===== src/rtl/psum_accum_wb.sv =====
// rtl/psum_accum_wb.sv - accumulates OFIFO partial-sum rows over all kij positions, then drains with optional ReLU
module psum_accum_wb #(
  parameter int col     = 8,
  parameter int psum_bw = 16,
  parameter int DEPTH   = 16,
  parameter int KIJ     = 9,
  parameter int ADDR_BW = (DEPTH > 1) ? $clog2(DEPTH) : 1
) (
  input  logic                     clk,
  input  logic                     reset,
  input  logic                     start,
  input  logic                     relu_en,
  input  logic                     ofifo_valid,
  input  logic [psum_bw*col-1:0]   ofifo_data,
  output logic                     ofifo_rd,
  output logic                     out_valid,
  input  logic                     out_ready,
  output logic [ADDR_BW-1:0]       out_addr,
  output logic [psum_bw*col-1:0]   out_data,
  output logic                     busy,
  output logic                     done
);

  localparam int KBW = (KIJ > 1) ? $clog2(KIJ) : 1;

  typedef logic [col-1:0][psum_bw-1:0] row_t;
  typedef enum logic [1:0] {IDLE, ACC, DRAIN, DONE} state_t;

  state_t             state, state_n;
  logic [ADDR_BW-1:0] nij, drain_cnt;
  logic [KBW-1:0]     kij;
  logic               relu_r;
  row_t               buf_mem [DEPTH];
  row_t               din, acc_row, rd_row, drain_row;
  logic               last_nij, last_kij, last_drain;

  assign din        = ofifo_data;
  assign last_nij   = (nij == ADDR_BW'(DEPTH - 1));
  assign last_kij   = (kij == KBW'(KIJ - 1));
  assign last_drain = (drain_cnt == ADDR_BW'(DEPTH - 1));

  assign ofifo_rd  = (state == ACC) && ofifo_valid;
  assign out_valid = (state == DRAIN);
  assign out_addr  = drain_cnt;
  assign out_data  = drain_row;
  assign busy      = (state != IDLE);
  assign done      = (state == DONE);

  always_ff @(posedge clk or posedge reset) begin
    if (reset) state <= IDLE;
    else       state <= state_n;
  end

  always_comb begin
    state_n = state;
    case (state)
      IDLE:    if (start) state_n = ACC;
      ACC:     if (ofifo_valid && last_nij && last_kij) state_n = DRAIN;
      DRAIN:   if (out_ready && last_drain) state_n = DONE;
      DONE:    state_n = IDLE;
      default: state_n = IDLE;
    endcase
  end

  always_ff @(posedge clk or posedge reset) begin
    if (reset) begin
      nij       <= '0;
      kij       <= '0;
      drain_cnt <= '0;
      relu_r    <= 1'b0;
    end else begin
      case (state)
        IDLE: begin
          if (start) begin
            relu_r    <= relu_en;
            nij       <= '0;
            kij       <= '0;
            drain_cnt <= '0;
          end
        end
        ACC: begin
          if (ofifo_valid) begin
            if (last_nij) begin
              nij <= '0;
              kij <= last_kij ? '0 : kij + 1'b1;
            end else begin
              nij <= nij + 1'b1;
            end
          end
        end
        DRAIN: begin
          if (out_ready) drain_cnt <= last_drain ? '0 : drain_cnt + 1'b1;
        end
        default: ;
      endcase
    end
  end

  // the first kernel position overwrites, so the buffer never needs clearing
  always_comb begin
    acc_row = '0;
    for (int i = 0; i < col; i++)
      acc_row[i] = (kij == '0) ? din[i] : buf_mem[nij][i] + din[i];
  end

  always_ff @(posedge clk) begin
    if (ofifo_rd) buf_mem[nij] <= acc_row;
  end

  always_comb begin
    rd_row    = buf_mem[drain_cnt];
    drain_row = '0;
    if (state == DRAIN) begin
      for (int i = 0; i < col; i++)
        drain_row[i] = (relu_r && rd_row[i][psum_bw-1]) ? '0 : rd_row[i];
    end
  end

endmodule


===== config.mk =====
export PLATFORM = sky130hd
export DESIGN_NAME = psum_accum_wb
export DESIGN_NICKNAME = d
export VERILOG_FILES = /design/src/rtl/psum_accum_wb.sv
export SDC_FILE = /design/constraint.sdc
export NUM_CORES = 2
export LEC_CHECK = 0
export BUFFER_PORTS_ARGS = -buffer_cell sky130_fd_sc_hd__buf_2
export CORE_MARGIN = 2
export CORE_UTILIZATION = 55
export CTS_CLUSTER_DIAMETER = 100
export CTS_CLUSTER_SIZE = 20
export DETAILED_ROUTE_END_ITERATION = 12
export HOLD_SLACK_MARGIN = 0.03
export PLACE_DENSITY = 0.75
export SYNTH_ARGS = -nofsm -noshare
export SYNTH_HDL_FRONTEND = slang
export SYNTH_SLANG_ARGS = --single-unit

===== constraint.sdc =====
create_clock -name clk -period 11.9 [get_ports clk]
set_input_delay 1.785 -clock clk [delete_from_list [all_inputs] [get_ports clk]]
set_output_delay 1.785 -clock clk [all_outputs]
set_load 0.01 [all_outputs]

==> flow_summary_export.csv <==
group,metric,value,unit
die,die_h,433,um
detailed_routing,routed_wl,274000,um
critical_path,critPathKind,"reg2out",
status,status,"completed",
synthesis,synthesis.nets,5720,
pwr,p_int,17.9,mW
detailed_routing,via_count,57600,
sta,post-route-period-util,61.6,%
min_path,min_path_type,"reg2reg",
sta,drv_slew,0,
critical_path,worstPathMaxFanout,66,
clock_network,postCtsSetupBuffers,0,
finish,drive_above_1_share,31.1,%
pwr,powerDensity,259,mW/mm2
synthesis,ys_warn_count,0,
clock_network,clkTransAtPathRegs,90,ps
pwr,pwr-share-comb,44.3,%
finish,multi_input_area,0.0375,mm2
critical_path,max_stage_delay,940,ps
sta,post-route-min-period,7330,ps
grt,overflow,0,
pwr,p_leak,33.2,nW
sta,hold_viol,0,
synthesis,postSynthCellCount,5447,
synthesis,ys_ff_latch,2063,
sta,rsz0062_at_grt,"no",
synthesis,synth-edff-count,2048,
sta,worstMarginPinSlew,1430,ps
placement,dp_hpwl,150000,um
clock_network,cts-htree-levels,3,
detailed_routing,drc,0,
synthesis,yosys_most_used_dff,"edfxtp_1",
grt,grtUsageTotal,29.4,%
pwr,power.switching,10.1,mW
finish,final-seq-area,0.0619,mm2
die,die-area,0.188,mm2
die,row_count,157,
critical_path,cp_data_arrival_time,5540,ps
clock_network,holdBufCountCts,0,
die,die_w,433,um
grt,grt_max_degree,133,
finish,utilization,59.2,%
clock_network,clkSinkCount,2063,
critical_path,cp-start-kind,"flip-flop",
detailed_routing,vias_per_cell,7.12,
synthesis,synth_cell_types,73,
detailed_routing,wl_per_cell,33.8,um
finish,final_cell_count_no_fill,8098,
grt,antenna_found_initial,24,
detailed_routing,first_pass_iters,6,
placement,portBuffers,269,
critical_path,required,10120,ps
finish,fill_cells,13300,
pwr,seq_power_share,41.4,%
synthesis,avgSynthCellArea,18.6,um2
die,io_pins,270,
synthesis,syn_area,0.101,mm2
detailed_routing,drtIter0Drc,7142,
critical_path,cp-end-kind,"output pin",
detailed_routing,drtAntennaViolNets,0,
synthesis,synthArstFlopShare,0.727,%
critical_path,worst_path_max_delay_cell,"buf_4",
synthesis,yosysSeqAreaShare,61.1,%
placement,dpl.cell_count,7945,
sta,skew,35.7,ps
die,start_util,55.4,%
sta,slew_headroom,4.74,%
clock_network,cts_made_buffers,113,
clock_network,cts_root_buffer,"clkbuf_16",
finish,nNetsFinal,5869,
pwr,irDropWorstVdd,0.164,mV
critical_path,crit_chain,"buf_4 -> buf_4 -> mux4_2 -> mux4_2 -> nand2_2 -> nand2_2 -> a211oi_1 -> buf_2",
clock_network,clk_path_buf_depth,3,
placement,gp_congestion,0.842,
sta,fmax,137,MHz
grt,grt_pass1_vias,58100,
finish,area_growth,6.87,%
die,core-area,0.183,mm2
pwr,pwr-share-clk,14.3,%
clock_network,clk_latency,780,ps
grt,grt_pass1_wl,399000,um
sta,setup_violations,0,
clock_network,tritoncts,"done",
clock_network,cts.repair.resized,0,
sta,setup_tns,0,ps
job,drv_cap,0,
pwr,switching_share,36.1,%
==> per-layer routing <==
layer | GRT usage [%] | part of all wire [%] | up-vias
li1 | - | - | 23500
met1 | 40.6 | 37 | 30400
met2 | 47.7 | 49 | 3241
met3 | 4.34 | 9.4 | 540
met4 | 11.5 | 4.4 | 22
met5 | 0 | 0.055 | -
==> worst max-delay path: cells and delay by family, from the launching register on <==
kind                   cells  cell delay, ps
buffers and inverters      3            2120
multiplexers               2             910
AO/OA/AOI/OAI              1             680
AND/OR/NAND/NOR            2             580
flip-flops                 1             410
==> layout make-up <==
cell class	instances	area share (%)
Timing Repair Buffer	411	2.40
Clock inverter	5	0.0462
Multi-Input combinational cell	2949	34.6
Sequential cell	2063	57.2
Inverter	58	0.201
Tap cell	2464	2.85
Antenna cell	7	0.0162
Clock buffer	141	2.75
==> cell usage after synthesis, types with 6 or more instances <==
cell / count / area share (%)
ha_1: 131 / 1.6
a21boi_0: 7 / 0.052
o22ai_1: 83 / 0.51
a21oi_1: 193 / 0.95
mux4_1: 12 / 0.31
mux2i_1: 241 / 2.4
nand2_1: 225 / 0.83
fa_1: 8 / 0.16
a31oi_1: 13 / 0.080
o21ai_0: 200 / 0.99
buf_6: 19 / 0.21
edfxtp_1: 2048 / 61
o21bai_1: 9 / 0.067
xor2_1: 51 / 0.44
nand3_1: 27 / 0.13
buf_4: 56 / 0.41
a22oi_1: 8 / 0.059
mux2_2: 82 / 0.91
a22o_1: 7 / 0.061
nand4_1: 10 / 0.062
o221ai_1: 79 / 0.68
clkbuf_1: 195 / 0.72
nor3_1: 24 / 0.12
and3_1: 53 / 0.33
o211ai_1: 8 / 0.059
or3_1: 12 / 0.074
a211oi_2: 60 / 0.74
inv_1: 58 / 0.21
buf_2: 75 / 0.37
nand2_2: 14 / 0.086
xnor2_1: 39 / 0.34
mux4_2: 1023 / 23
o31ai_1: 14 / 0.10
a21o_1: 31 / 0.23
a211oi_1: 39 / 0.29
a221oi_1: 8 / 0.069
nor3b_1: 7 / 0.052
nand2b_1: 16 / 0.099
nor2_1: 94 / 0.35
buf_1: 29 / 0.11
o21a_1: 22 / 0.16
and2_1: 32 / 0.20
nor2b_1: 16 / 0.099
a221o_1: 6 / 0.059
dfrtp_1: 15 / 0.37
==> cell families (layout without fill, tap and decap cells) <==
group	Yosys count	after routing	synth area share, %
buffers and inverters	435	615	2.08
DFF	2063	2063	61.1
and+or+nand+nor	544	544	2.53
muxes	1358	1358	26.3
AOI/OAI and AO/OA	818	818	5.44
other	0	7	0
adders and majority gates	139	139	1.78
xor gates and xnor gates	90	90	0.778
==> sequential cells by signal, summed over array words and instances, names as in the netlist <==
register and cells:
buf_mem 2048, kij 4, nij 4, out_addr 4, relu_r 1, state 2
==> placed cells by master, fill, tap and decap left out, types with 13 or more instances in the layout <==
master / count
mux2_2: 82
and2_4: 16
buf_4: 127
ha_1: 130
nand3_1: 27
o221ai_1: 79
and2_1: 16
o21ai_0: 194
nor2b_1: 15
edfxtp_1: 2048
nand2_1: 223
a211oi_1: 39
and3_1: 53
buf_12: 15
clkbuf_1: 26
xor2_1: 51
nand2b_1: 16
xnor2_1: 39
nand2_2: 14
o21a_1: 22
a211oi_2: 60
mux4_2: 1023
nor2_1: 94
clkbuf_16: 115
buf_2: 269
a21o_1: 31
a31oi_1: 13
inv_1: 58
mux2i_1: 241
nor3_1: 24
a21oi_1: 193
o22ai_1: 83
==> per-stage QoR <==
stage	hold slack [ps]	area, um2	setup slack, ps	power (mW)
4_1_cts	575	108000	4430	28.0
5_1_grt	636	108000	4360	29.4
6_report	578	108000	4570	28.0
3_3_place_gp	523	105000	4990	23.7
2_1_floorplan	497	101000	6250	20.4
3_5_place_dp	555	105000	4880	24.1
==> worst paths after layout <==
path / slack [ps] / cells past startpoint / to / start
worst max-delay path: 4570 / 8 / out_data[32] / out_addr[1]
worst min-delay path: 580 / 2 / kij[1] / kij[1]
worst max register to register: 4990 / 12 / buf_mem[11][127] / nij[0]
worst min register to register: 580 / 2 / kij[1] / kij[1]
max in group asynchronous: 10210 / 2 / nij[0] / reset
min in group asynchronous: 1180 / 2 / out_addr[3] / reset
==> power groups by stage <==
stage          clock network, mW  registers [mW]  logic [mW]
6_report                    4.01            11.6        12.4
5_1_grt                     4.29            11.7        13.4
4_1_cts                     4.05            11.6        12.4
3_5_place_dp                   0            11.8        12.4
3_3_place_gp                   0            11.7        12.0
2_1_floorplan                  0            11.6        8.80
Power figures use the tool's default switching activity.
